==> config.mk <==
export PLATFORM = sky130hd
export DESIGN_NAME = register_file_flat
export DESIGN_NICKNAME = d
export VERILOG_FILES = /design/src/rtl/register_file_pkg.sv /design/src/rtl/register_file_if.sv /design/src/rtl/register_file_read_port.sv /design/src/rtl/register_file.sv /design/src/flat_wrapper.sv
export SDC_FILE = /design/constraint.sdc
export NUM_CORES = 2
export LEC_CHECK = 0
export ABC_AREA = 0
export BUFFER_PORTS_ARGS = -buffer_cell sky130_fd_sc_hd__buf_2
export CORE_UTILIZATION = 64
export CTS_BUF_LIST = sky130_fd_sc_hd__clkbuf_8 sky130_fd_sc_hd__clkbuf_16
export DETAILED_ROUTE_END_ITERATION = 10
export HOLD_SLACK_MARGIN = 0.08
export PLACE_DENSITY = 0.91
export SYNTH_ARGS = -nofsm -noshare
export SYNTH_HDL_FRONTEND = slang
export SYNTH_HIERARCHICAL = 1
export SYNTH_SLANG_ARGS = --single-unit
export TNS_END_PERCENT = 30
==> constraint.sdc <==
create_clock -name clockIn -period 6.9 [get_ports clockIn]
set_input_delay 0 -clock clockIn [delete_from_list [all_inputs] [get_ports clockIn]]
set_output_delay 0 -clock clockIn [all_outputs]
set_load 0.02 [all_outputs]
==> src/rtl/register_file_pkg.sv <==
`default_nettype none
// ============================================================================
// Module : register_file_pkg
// Brief  : Shared CPU constants and helpers for the architectural register file.
// Rev    : 1.0
// ============================================================================
package register_file_pkg;

    localparam int ROB_WIDTH     = 4;
    localparam int REG_COUNT     = 32;
    localparam int REG_IDX_WIDTH = 5;
    localparam int DATA_WIDTH    = 32;
    localparam int COUNT_WIDTH   = 6;
    localparam logic [REG_IDX_WIDTH-1:0] ZERO_REG = 5'd0;

    // x0 is never busy, so only bits 31:1 are counted.
    function automatic logic [COUNT_WIDTH-1:0] busyPopcount(input logic [REG_COUNT-1:0] busyVec);
        logic [COUNT_WIDTH-1:0] cnt;
        cnt = '0;
        for (int i = 1; i < REG_COUNT; i++) begin
            cnt = cnt + {{(COUNT_WIDTH-1){1'b0}}, busyVec[i]};
        end
        return cnt;
    endfunction

endpackage
`default_nettype wire

==> src/rtl/register_file_if.sv <==
`default_nettype none
// ============================================================================
// Module : register_file_if
// Brief  : Commit / rename / read bundle of the architectural register file.
// Rev    : 1.0
// ============================================================================
interface register_file_if #(
    parameter int ROB_WIDTH = register_file_pkg::ROB_WIDTH
);
    import register_file_pkg::*;

    logic                      clear;
    logic                      commitValid;
    logic [REG_IDX_WIDTH-1:0]  commitDest;
    logic [DATA_WIDTH-1:0]     commitValue;
    logic [ROB_WIDTH-1:0]      commitRobId;
    logic                      renameValid;
    logic [REG_IDX_WIDTH-1:0]  renameDest;
    logic [ROB_WIDTH-1:0]      renameRobId;
    logic [REG_IDX_WIDTH-1:0]  rs1;
    logic [REG_IDX_WIDTH-1:0]  rs2;
    logic                      rs1Busy;
    logic                      rs2Busy;
    logic [ROB_WIDTH-1:0]      rs1Dep;
    logic [ROB_WIDTH-1:0]      rs2Dep;
    logic [DATA_WIDTH-1:0]     rs1Value;
    logic [DATA_WIDTH-1:0]     rs2Value;
    logic [COUNT_WIDTH-1:0]    busyCount;

    modport master (
        output clear, commitValid, commitDest, commitValue, commitRobId,
        output renameValid, renameDest, renameRobId, rs1, rs2,
        input  rs1Busy, rs2Busy, rs1Dep, rs2Dep, rs1Value, rs2Value, busyCount
    );

    modport slave (
        input  clear, commitValid, commitDest, commitValue, commitRobId,
        input  renameValid, renameDest, renameRobId, rs1, rs2,
        output rs1Busy, rs2Busy, rs1Dep, rs2Dep, rs1Value, rs2Value, busyCount
    );

endinterface
`default_nettype wire

==> src/rtl/register_file_read_port.sv <==
`default_nettype none
// ============================================================================
// Module : RegisterReadPort
// Brief  : One source-operand read port with same-cycle commit bypass.
// Rev    : 1.0
// ============================================================================
module RegisterReadPort #(
    parameter int ROB_WIDTH = register_file_pkg::ROB_WIDTH
) (
    input  wire logic [4:0]           rs,
    input  wire logic [31:0]          entryValue,
    input  wire logic                 entryBusy,
    input  wire logic [ROB_WIDTH-1:0] entryTag,
    input  wire logic                 commitValid,
    input  wire logic [4:0]           commitDest,
    input  wire logic [31:0]          commitValue,
    input  wire logic [ROB_WIDTH-1:0] commitRobId,
    output logic                      busy,
    output logic [ROB_WIDTH-1:0]      dep,
    output logic [31:0]               value
);
    import register_file_pkg::*;

    logic w_bypass;

    // Only the producer the entry is actually waiting on may forward its data.
    assign w_bypass = commitValid && (commitDest == rs) && (rs != ZERO_REG)
                      && entryBusy && (entryTag == commitRobId);

    assign busy  = entryBusy && !w_bypass;
    assign dep   = entryTag;
    assign value = w_bypass ? commitValue : entryValue;

endmodule
`default_nettype wire

==> src/rtl/register_file.sv <==
`default_nettype none
// ============================================================================
// Module : register_file
// Brief  : 32-entry architectural register file with ROB busy/tag tracking.
// Rev    : 1.0
// ============================================================================
module register_file #(
    parameter int ROB_WIDTH = register_file_pkg::ROB_WIDTH
) (
    input  wire logic       clockIn,
    input  wire logic       resetIn,
    register_file_if.slave  bus
);
    import register_file_pkg::*;

    logic [DATA_WIDTH-1:0]  r_value [REG_COUNT];
    logic [ROB_WIDTH-1:0]   r_tag   [REG_COUNT];
    logic [REG_COUNT-1:0]   r_busy;
    logic [COUNT_WIDTH-1:0] r_busyCount;

    logic                   w_commitHit;
    logic                   w_renameHit;
    logic [REG_COUNT-1:0]   w_nextBusy;

    assign w_commitHit = bus.commitValid && (bus.commitDest != ZERO_REG);
    assign w_renameHit = bus.renameValid && (bus.renameDest != ZERO_REG) && !bus.clear;

    // Priority: matching commit frees, flush wipes, rename claims last so it wins.
    always_comb begin
        w_nextBusy = r_busy;
        if (w_commitHit && r_busy[bus.commitDest] && (r_tag[bus.commitDest] == bus.commitRobId)) begin
            w_nextBusy[bus.commitDest] = 1'b0;
        end
        if (bus.clear) begin
            w_nextBusy = '0;
        end
        if (w_renameHit) begin
            w_nextBusy[bus.renameDest] = 1'b1;
        end
        w_nextBusy[ZERO_REG] = 1'b0;
    end

    always_ff @(posedge clockIn or negedge resetIn) begin
        if (!resetIn) begin
            for (int i = 0; i < REG_COUNT; i++) begin
                r_value[i] <= '0;
                r_tag[i]   <= '0;
            end
            r_busy      <= '0;
            r_busyCount <= '0;
        end else begin
            if (w_commitHit) begin
                r_value[bus.commitDest] <= bus.commitValue;
            end
            if (w_renameHit) begin
                r_tag[bus.renameDest] <= bus.renameRobId;
            end
            r_busy      <= w_nextBusy;
            r_busyCount <= busyPopcount(w_nextBusy);
        end
    end

    assign bus.busyCount = r_busyCount;

    RegisterReadPort #(.ROB_WIDTH(ROB_WIDTH)) u_rs1Port (
        .rs          (bus.rs1),
        .entryValue  (r_value[bus.rs1]),
        .entryBusy   (r_busy[bus.rs1]),
        .entryTag    (r_tag[bus.rs1]),
        .commitValid (bus.commitValid),
        .commitDest  (bus.commitDest),
        .commitValue (bus.commitValue),
        .commitRobId (bus.commitRobId),
        .busy        (bus.rs1Busy),
        .dep         (bus.rs1Dep),
        .value       (bus.rs1Value)
    );

    RegisterReadPort #(.ROB_WIDTH(ROB_WIDTH)) u_rs2Port (
        .rs          (bus.rs2),
        .entryValue  (r_value[bus.rs2]),
        .entryBusy   (r_busy[bus.rs2]),
        .entryTag    (r_tag[bus.rs2]),
        .commitValid (bus.commitValid),
        .commitDest  (bus.commitDest),
        .commitValue (bus.commitValue),
        .commitRobId (bus.commitRobId),
        .busy        (bus.rs2Busy),
        .dep         (bus.rs2Dep),
        .value       (bus.rs2Value)
    );

endmodule
`default_nettype wire

==> src/flat_wrapper.sv <==
// flat-port wrapper written by rule: the top's interface ports become plain ports
module register_file_flat import register_file_pkg::*;
#(
    parameter int ROB_WIDTH = register_file_pkg::ROB_WIDTH
)
  (clockIn, resetIn, bus_clear, bus_commitValid, bus_commitDest, bus_commitValue, bus_commitRobId, bus_renameValid, bus_renameDest, bus_renameRobId, bus_rs1, bus_rs2, bus_rs1Busy, bus_rs2Busy, bus_rs1Dep, bus_rs2Dep, bus_rs1Value, bus_rs2Value, bus_busyCount);
  register_file_if #(.ROB_WIDTH(ROB_WIDTH)) bus_i ();
  input  wire logic clockIn;
  input  wire logic resetIn;
  input wire logic [$bits(bus_i.clear)-1:0] bus_clear;
  input wire logic [$bits(bus_i.commitValid)-1:0] bus_commitValid;
  input wire logic [$bits(bus_i.commitDest)-1:0] bus_commitDest;
  input wire logic [$bits(bus_i.commitValue)-1:0] bus_commitValue;
  input wire logic [$bits(bus_i.commitRobId)-1:0] bus_commitRobId;
  input wire logic [$bits(bus_i.renameValid)-1:0] bus_renameValid;
  input wire logic [$bits(bus_i.renameDest)-1:0] bus_renameDest;
  input wire logic [$bits(bus_i.renameRobId)-1:0] bus_renameRobId;
  input wire logic [$bits(bus_i.rs1)-1:0] bus_rs1;
  input wire logic [$bits(bus_i.rs2)-1:0] bus_rs2;
  output wire logic [$bits(bus_i.rs1Busy)-1:0] bus_rs1Busy;
  output wire logic [$bits(bus_i.rs2Busy)-1:0] bus_rs2Busy;
  output wire logic [$bits(bus_i.rs1Dep)-1:0] bus_rs1Dep;
  output wire logic [$bits(bus_i.rs2Dep)-1:0] bus_rs2Dep;
  output wire logic [$bits(bus_i.rs1Value)-1:0] bus_rs1Value;
  output wire logic [$bits(bus_i.rs2Value)-1:0] bus_rs2Value;
  output wire logic [$bits(bus_i.busyCount)-1:0] bus_busyCount;
  assign bus_i.clear = bus_clear;
  assign bus_i.commitValid = bus_commitValid;
  assign bus_i.commitDest = bus_commitDest;
  assign bus_i.commitValue = bus_commitValue;
  assign bus_i.commitRobId = bus_commitRobId;
  assign bus_i.renameValid = bus_renameValid;
  assign bus_i.renameDest = bus_renameDest;
  assign bus_i.renameRobId = bus_renameRobId;
  assign bus_i.rs1 = bus_rs1;
  assign bus_i.rs2 = bus_rs2;
  assign bus_rs1Busy = bus_i.rs1Busy;
  assign bus_rs2Busy = bus_i.rs2Busy;
  assign bus_rs1Dep = bus_i.rs1Dep;
  assign bus_rs2Dep = bus_i.rs2Dep;
  assign bus_rs1Value = bus_i.rs1Value;
  assign bus_rs2Value = bus_i.rs2Value;
  assign bus_busyCount = bus_i.busyCount;
  register_file #(.ROB_WIDTH(ROB_WIDTH)) u_core (.clockIn(clockIn), .resetIn(resetIn), .bus(bus_i));
endmodule
# After elaboration in Yosys (flattened, before gate mapping)
# Index checks and enable logic that the tools add are counted.
# totals
ff_bits	1189
in_bits	65
elab_cells	182
# classes
add_sub_neg	30
n_lt_le_gt_ge	12
eq_ne	5
n_mux	36
n_bitwise	7
reduce_logical	26
# ops
cell	n
1024-bit bitwise mux	1
32-bit binary-select mux with 5-bit select	2
32-bit 2-to-1 mux	10
6-bit by 1-bit adder with 6-bit output	29
32-bit demux with 5-bit select	1
128-bit bitwise mux	1
4-bit binary-select mux with 5-bit select	3
32-bit AND	1
32-bit NOT	1
32-bit OR	1
4-bit 2-to-1 mux	7
6-bit greater-or-equal comparator (second input constant)	4
5-bit by 6-bit less-than comparator with 1-bit output (second input constant)	4
5-bit NOT with 6-bit output	4
4-bit demux with 5-bit select	1
5-bit nonzero test	4
1-bit logical AND	19
1-bit binary-select mux with 5-bit select	3
4-bit == test	3
6-bit by 1-bit less-than comparator with 1-bit output (second input constant)	2
1-bit demux with 5-bit select	2
5-bit == test	2
5-bit by 1-bit greater-or-equal comparator with 1-bit output (second input constant)	2
1-bit 2-to-1 mux	5
2 further kinds	4

# Logic depth before layout (Yosys ltp)
# logic_depth
word_depth	40
ltp_mapped	25
mapped_depth_nobuf	21

# Cells and area by module
# The synthesis kept the hierarchy.
# by_module_without_submodules
mod	n_inst	cells_each	area_each_um2	seq_area_each_um2
register_file	1	4008	65206.3	29753.5
RegisterReadPort	2	56	686.9	0.0

# Worst setup path after synthesis
# Ideal clock, no wire load.
# synth_path
path_type	reg2reg
start	register u_core.r_busy[15]
end	register u_core.r_busyCount[4], in the netlist u_core/bus.busyCount[4]
setup_time_ps	80
t_arrival_ps	6155
required_ps	6820
path_slack_ps	665
stages_incl_launch_ff	21
path_buffers	1
cell_sequence	dfrtp_1 -> mux4_4 -> a22oi_1 -> o211ai_1 -> o211a_4 -> o221ai_2 -> buf_4 -> nor3_2 -> o21a_1 -> fa_1 -> fa_1 -> fa_1 -> fa_1 -> fa_1 -> fa_1 -> fa_1 -> inv_1 -> fa_1 -> a21o_1 -> a21oi_1 -> xnor2_1
# synth_between
elab_chain_cells	38
# synth_lines
element	line_no	rtl
from (decl)	register_file.sv:18	logic [REG_COUNT-1:0] r_busy;
from (signal assigned)	register_file.sv:58	r_busy <= w_nextBusy;
1-bit binary-select mux with 5-bit select	register_file.sv:31	if (w_commitHit && r_busy[bus.commitDest] && (r_tag[bus.commitDest] == bus.commitRobId)) begin
1-bit 2-to-1 mux (implied by the code)	register_file.sv:31	
1-bit logical AND (2 in series)	register_file.sv:31	
32-bit 2-to-1 mux (*)	register_file.sv:31	
32-bit 2-to-1 mux (*)	register_file.sv:34	if (bus.clear) begin
32-bit OR (no line)	--	
32-bit 2-to-1 mux (*)	register_file.sv:37	if (w_renameHit) begin
1-bit by 1-bit adder with 2-bit output	register_file_pkg.sv:21	cnt = cnt + {{(COUNT_WIDTH-1){1'b0}}, busyVec[i]};
6-bit by 1-bit adder with 6-bit output (28 in series)	register_file_pkg.sv:21	
6-bit by 1-bit adder with 6-bit output (*)	register_file_pkg.sv:21	
to (signal assigned)	register_file.sv:59	r_busyCount <= busyPopcount(w_nextBusy);
to (decl)	register_file.sv:19	logic [COUNT_WIDTH-1:0] r_busyCount;
# Every way passes the cells marked *; elsewhere a longest branch is shown, timed or not. The select of a mux whose other input is x is not followed.
# A chain may end at the register's enable or synchronous reset.

# Worst setup path after layout
# layout_path
start	register u_core/r_tag[58] in the netlist's numbering
end	register u_core.r_busyCount[4], in the netlist u_core/bus.busyCount[4]
# layout_between
elab_chain_cells	39
# layout_lines
element	line_no	rtl
from (decl)	register_file.sv:17	logic [ROB_WIDTH-1:0] r_tag [REG_COUNT];
from (signal, indexed assignment)	register_file.sv:56	r_tag[bus.renameDest] <= bus.renameRobId;
4-bit binary-select mux with 5-bit select (*)	register_file.sv:31	
4-bit 2-to-1 mux (implied by the code) (*) (2 in series)	register_file.sv:31	
4-bit == test (*)	register_file.sv:31	
1-bit logical AND (*)	register_file.sv:31	
32-bit 2-to-1 mux (*)	register_file.sv:31	
32-bit 2-to-1 mux (*)	register_file.sv:34	
32-bit OR (no line)	--	
32-bit 2-to-1 mux (*)	register_file.sv:37	
1-bit by 1-bit adder with 2-bit output	register_file_pkg.sv:21	
6-bit by 1-bit adder with 6-bit output (28 in series)	register_file_pkg.sv:21	
6-bit by 1-bit adder with 6-bit output (*)	register_file_pkg.sv:21	
# Marked as above.

==> summary.md <==
| Metric | Value |
|---|---|
| Run status | `complete, no violations` |
| Max-cap violation count | `0` |
| Met1 WL | `68900 microns` |
| DRC | `0` |
| H-tree levels | `3` |
| Final clock skew | `15.9 ps` |
| Sequential-to-total area share from yosys stat | `44.7%` |
| F_max | `149 MHz` |
| Antenna violations before repair | `3` |
| Period utilization | `96.9%` |
| Max-slew headroom | `18.9%` |
| Worst Hold Class | `primary input to flop` |
| WL met2 | `90300 microns` |
| Endpoints failing setup | `0` |
| Post-Route Setup TNS | `0 ps` |
| RSZ-0062 raised after global routing | `false` |
| I/O pin total | `145` |
| Post-Synth Adder-Cell Area | `0.823%` |
| Die H | `325 microns` |
| Input/output buffers | `144` |
| Grt total ovfl | `0` |
| Synth top area share | `44.7%` |
| Inserted Clock Buffers | `118` |
| Nets | `4198` |
| First-pass GRT wire length | `293000 microns` |
| Drt total wl | `193000 microns` |
| Largest net degree at the start of global routing | `175` |
| Routed met3 length | `22200 microns` |
| WHS Path Cells | `6` |
| Layout overhead on the synthesized area | `9.90%` |
| Hold path start | `bus_renameValid` |
| CP Launch Type | `flop` |
| CP bufs+invs | `1` |
| Number of flops mapped to enable cells by yosys | `0` |
| Core Box Area | `102000 sq um` |
| Detailed Place HPWL | `107000 microns` |
| GPL Wtd Cong | `0.971` |
| Synth Area per Inst | `16.2 sq um` |
| Area leader, netlist | `dfrtp_1` |
| Mux cell area share after synthesis | `47.8%` |
| Peak fanout along the critical path | `5` |
| Largest family of logic cells by synthesized area | `multiplexers` |
| Min Hold Slack | `179 ps` |
| CP arrival | `7330 ps` |
| Power per cell area | `283 nW/um^2` |
| Setup slack, reg-to-reg | `210 ps` |
| Final min period | `6690 ps` |
| Crit-path max cell delay | `570 ps` |
| Initial Utilization | `65.0%` |
| Cell chain of the critical path | `mux4_1 -> a22oi_1 -> nand4_2 -> xnor2_4 -> o211a_1 -> nand3_1 -> a21oi_1 -> fa_1 -> fa_1 -> fa_1 -> fa_1 -> fa_1 -> fa_1 -> fa_1 -> inv_1 -> fa_1 -> a21o_1 -> a21oi_1 -> xnor2_1` |
| Ys Warns | `6` |
| Ranking of synthesized cells by area | `dfrtp_1 45%, mux4_2 25%, mux2_2 20%, clkbuf_1 1.8%, mux2_4 1.3%` |
| Capturing point of the worst reg2reg path | `u_core/bus.busyCount[4]` |
| Layout cells sized above 1 | `60.8%` |
| Post-synthesis simple-gate area fraction | `1.91%` |
| Root Buffer | `clkbuf_16` |
| Slowest CP cell | `fa_1` |
| Total vias in the final route | `42447` |
| ANT nets after route | `0` |
| Drt first pass iters | `5` |
| Max layer used | `met5` |
| Number of synthesized register bits | `1189` |
| Xor/xnor share of the synthesized area | `0.274%` |
| WS Path Type | `flop to flop` |
| Clock latency on the worst-skew pair | `730 ps` |
| Drt first-iter violations | `5493` |
| Post-synth ARST share | `100%` |
| Wire per inst | `34.6 microns` |
| Syn Inst Count | `4120` |
| Overall power | `20.7 mW` |
| Worst Tran Pin Value | `1210 ps` |
| Total stage count of the critical path | `19` |
| Synthesized area | `66600 sq um` |
| Compound-cell area share of the yosys netlist | `1.43%` |
| Die area | `105000 sq um` |
| CP delay by family, top | `adder cells` |
| Sinks on Clock Net | `1189` |
| Ys flop type | `dfrtp_1` |
| Most frequent CP cell | `fa_1` |
| Max Slew Vio Count | `0` |
| Worst hold endpoint | `u_core/r_busy[24]` |
| P_leak | `31.6 nW` |
| Syn nets | `4215` |
| Row count | `117` |
| Worst setup EP type | `flop` |
| Vias in the first global route | `44614` |
| Reg2Reg Depth | `19` |
| Maximum vdd drop | `0.225 mV` |
| GRT Total Usage | `37.4%` |
| RR Startpoint | `u_core/r_tag[58]` |
| Clock buffer depth | `3` |
| Worst EP required | `7540 ps` |
| Distinct cells, synth | `76` |
| Final hold violations | `0` |
| Chip Width | `325 microns` |
| TritonCTS clock tree | `done` |
| Fillers | `5895` |
| Worst-path clk slew | `70 ps` |
| DR vias/cell | `7.62` |
## metal layers
layer	track usage, %	vias to the layer above
met4	20.1	2
met3	9.97	743
li1	-	16054
met1	50.3	22567
met2	56.5	3081
met5	0	-
## state kept, by name, indices dropped and copies added, names as in the netlist
| name | flops |
|---|---|
| u_core/r_busy | 31 |
| u_core/bus.busyCount | 6 |
| u_core/r_tag | 128 |
| u_core/r_value | 1024 |
## area by class of cell
| cell class | count | area, sq um | area share, % |
|---|---|---|---|
| Antenna cell | 4 | 10.0 | 0.0137 |
| Clock buffer | 150 | 3430 | 4.68 |
| Clock inverter | 67 | 759 | 1.04 |
| Inverter | 29 | 109 | 0.149 |
| Multi-Input combinational cell | 2442 | 35000 | 47.8 |
| Sequential cell | 1189 | 29800 | 40.7 |
| Tap cell | 1368 | 1710 | 2.34 |
| Timing Repair Buffer | 323 | 2410 | 3.29 |
## where the power goes
part | total, mW | internal (mW) | switching, mW
clock network | 6.93 | 4.02 | 2.91
logic | 4.56 | 2.76 | 1.80
registers | 9.24 | 8.21 | 1.03
total | 20.7 | 15.0 | 5.74
## per-stage QoR
stage | worst slack, ps | utilization, % | std cells | area [sq um]
detailed placement | 102 | 66.7 | 5290 | 68300
finish | 211 | 71.4 | 5572 | 73200
floorplan | 665 | - | 4120 | 66600
global route | 20.9 | 71.4 | 5568 | 73200
global placement | 239 | 66.7 | 5290 | 68300
CTS | 170 | 71.4 | 5567 | 73100
## cell usage after synthesis (5+ instances only)
master	n
nand4bb_1	5
a31oi_1	8
nor3_2	10
a22oi_1	14
o21ai_0	12
nor2b_1	9
ha_1	7
buf_6	14
nand3_1	10
a21o_1	12
o21a_1	11
nand3b_1	7
mux2i_1	48
inv_1	28
mux2_4	58
mux4_1	7
a21oi_1	22
buf_2	23
fa_1	23
clkbuf_1	325
mux4_2	745
dfrtp_1	1189
nor2_1	51
nor3_1	8
xor2_1	18
a31o_2	9
mux2_2	1195
o22ai_1	24
buf_4	16
nand2_1	58
buf_1	78
## cells in the final DEF, fill, tap and decap left out, types with 6 or more instances in the layout
| cell | n |
|---|---|
| inv_1 | 40 |
| o21ai_0 | 12 |
| a21oi_1 | 21 |
| dfrtp_1 | 1189 |
| nor2b_1 | 9 |
| clkbuf_16 | 121 |
| nand3b_1 | 7 |
| mux4_1 | 6 |
| buf_2 | 132 |
| nor2_1 | 27 |
| a31o_2 | 9 |
| nand3_1 | 9 |
| mux2_4 | 58 |
| a31oi_1 | 8 |
| mux4_2 | 746 |
| mux2_2 | 1195 |
| dlygate4sd3_1 | 59 |
| nand2_1 | 52 |
| ha_1 | 7 |
| buf_4 | 116 |
| a21o_1 | 12 |
| nor2_4 | 24 |
| bufinv_16 | 14 |
| buf_12 | 8 |
| nor3_2 | 10 |
| o22ai_1 | 24 |
| o21a_1 | 11 |
| a22oi_1 | 13 |
| fa_1 | 23 |
| nor3_1 | 8 |
| mux2i_1 | 48 |
| clkinvlp_4 | 11 |
| clkinv_2 | 22 |
| xor2_1 | 18 |
| clkbuf_8 | 29 |
## worst max path at each step
stage	start	to	slack, ps
floorplan	u_core/r_busy[15]	u_core/bus.busyCount[4]	660
global route	u_core/r_tag[58]	u_core/bus.busyCount[4]	20
finish	u_core/r_tag[58]	u_core/bus.busyCount[4]	210
detailed placement	bus_commitDest[0]	u_core/bus.busyCount[4]	100
CTS	u_core/r_tag[106]	u_core/bus.busyCount[4]	170
global placement	bus_commitDest[0]	u_core/bus.busyCount[4]	240
## logic make-up after synthesis
kind of cell / count (synthesis)
mux: 2054
buf+inv: 489
flops: 1189
simple gates: 210
compound gates: 128
xor+xnor: 20
fa+ha+maj: 30
## tightest hold or removal path: cells and delay by family
family          cells  cell delay [ps]
buf+inv             2              300
simple gates        3              430
compound gates      1              120
## timing repair
action,in CTS,in global routing
endpoints found under the hold margin,1956,0
gates resized for setup,0,5
buffers inserted,0,1
endpoints found under the setup margin,0,1
hold buffers,60,0
Note: power is estimated with default switching activity, not from simulation.
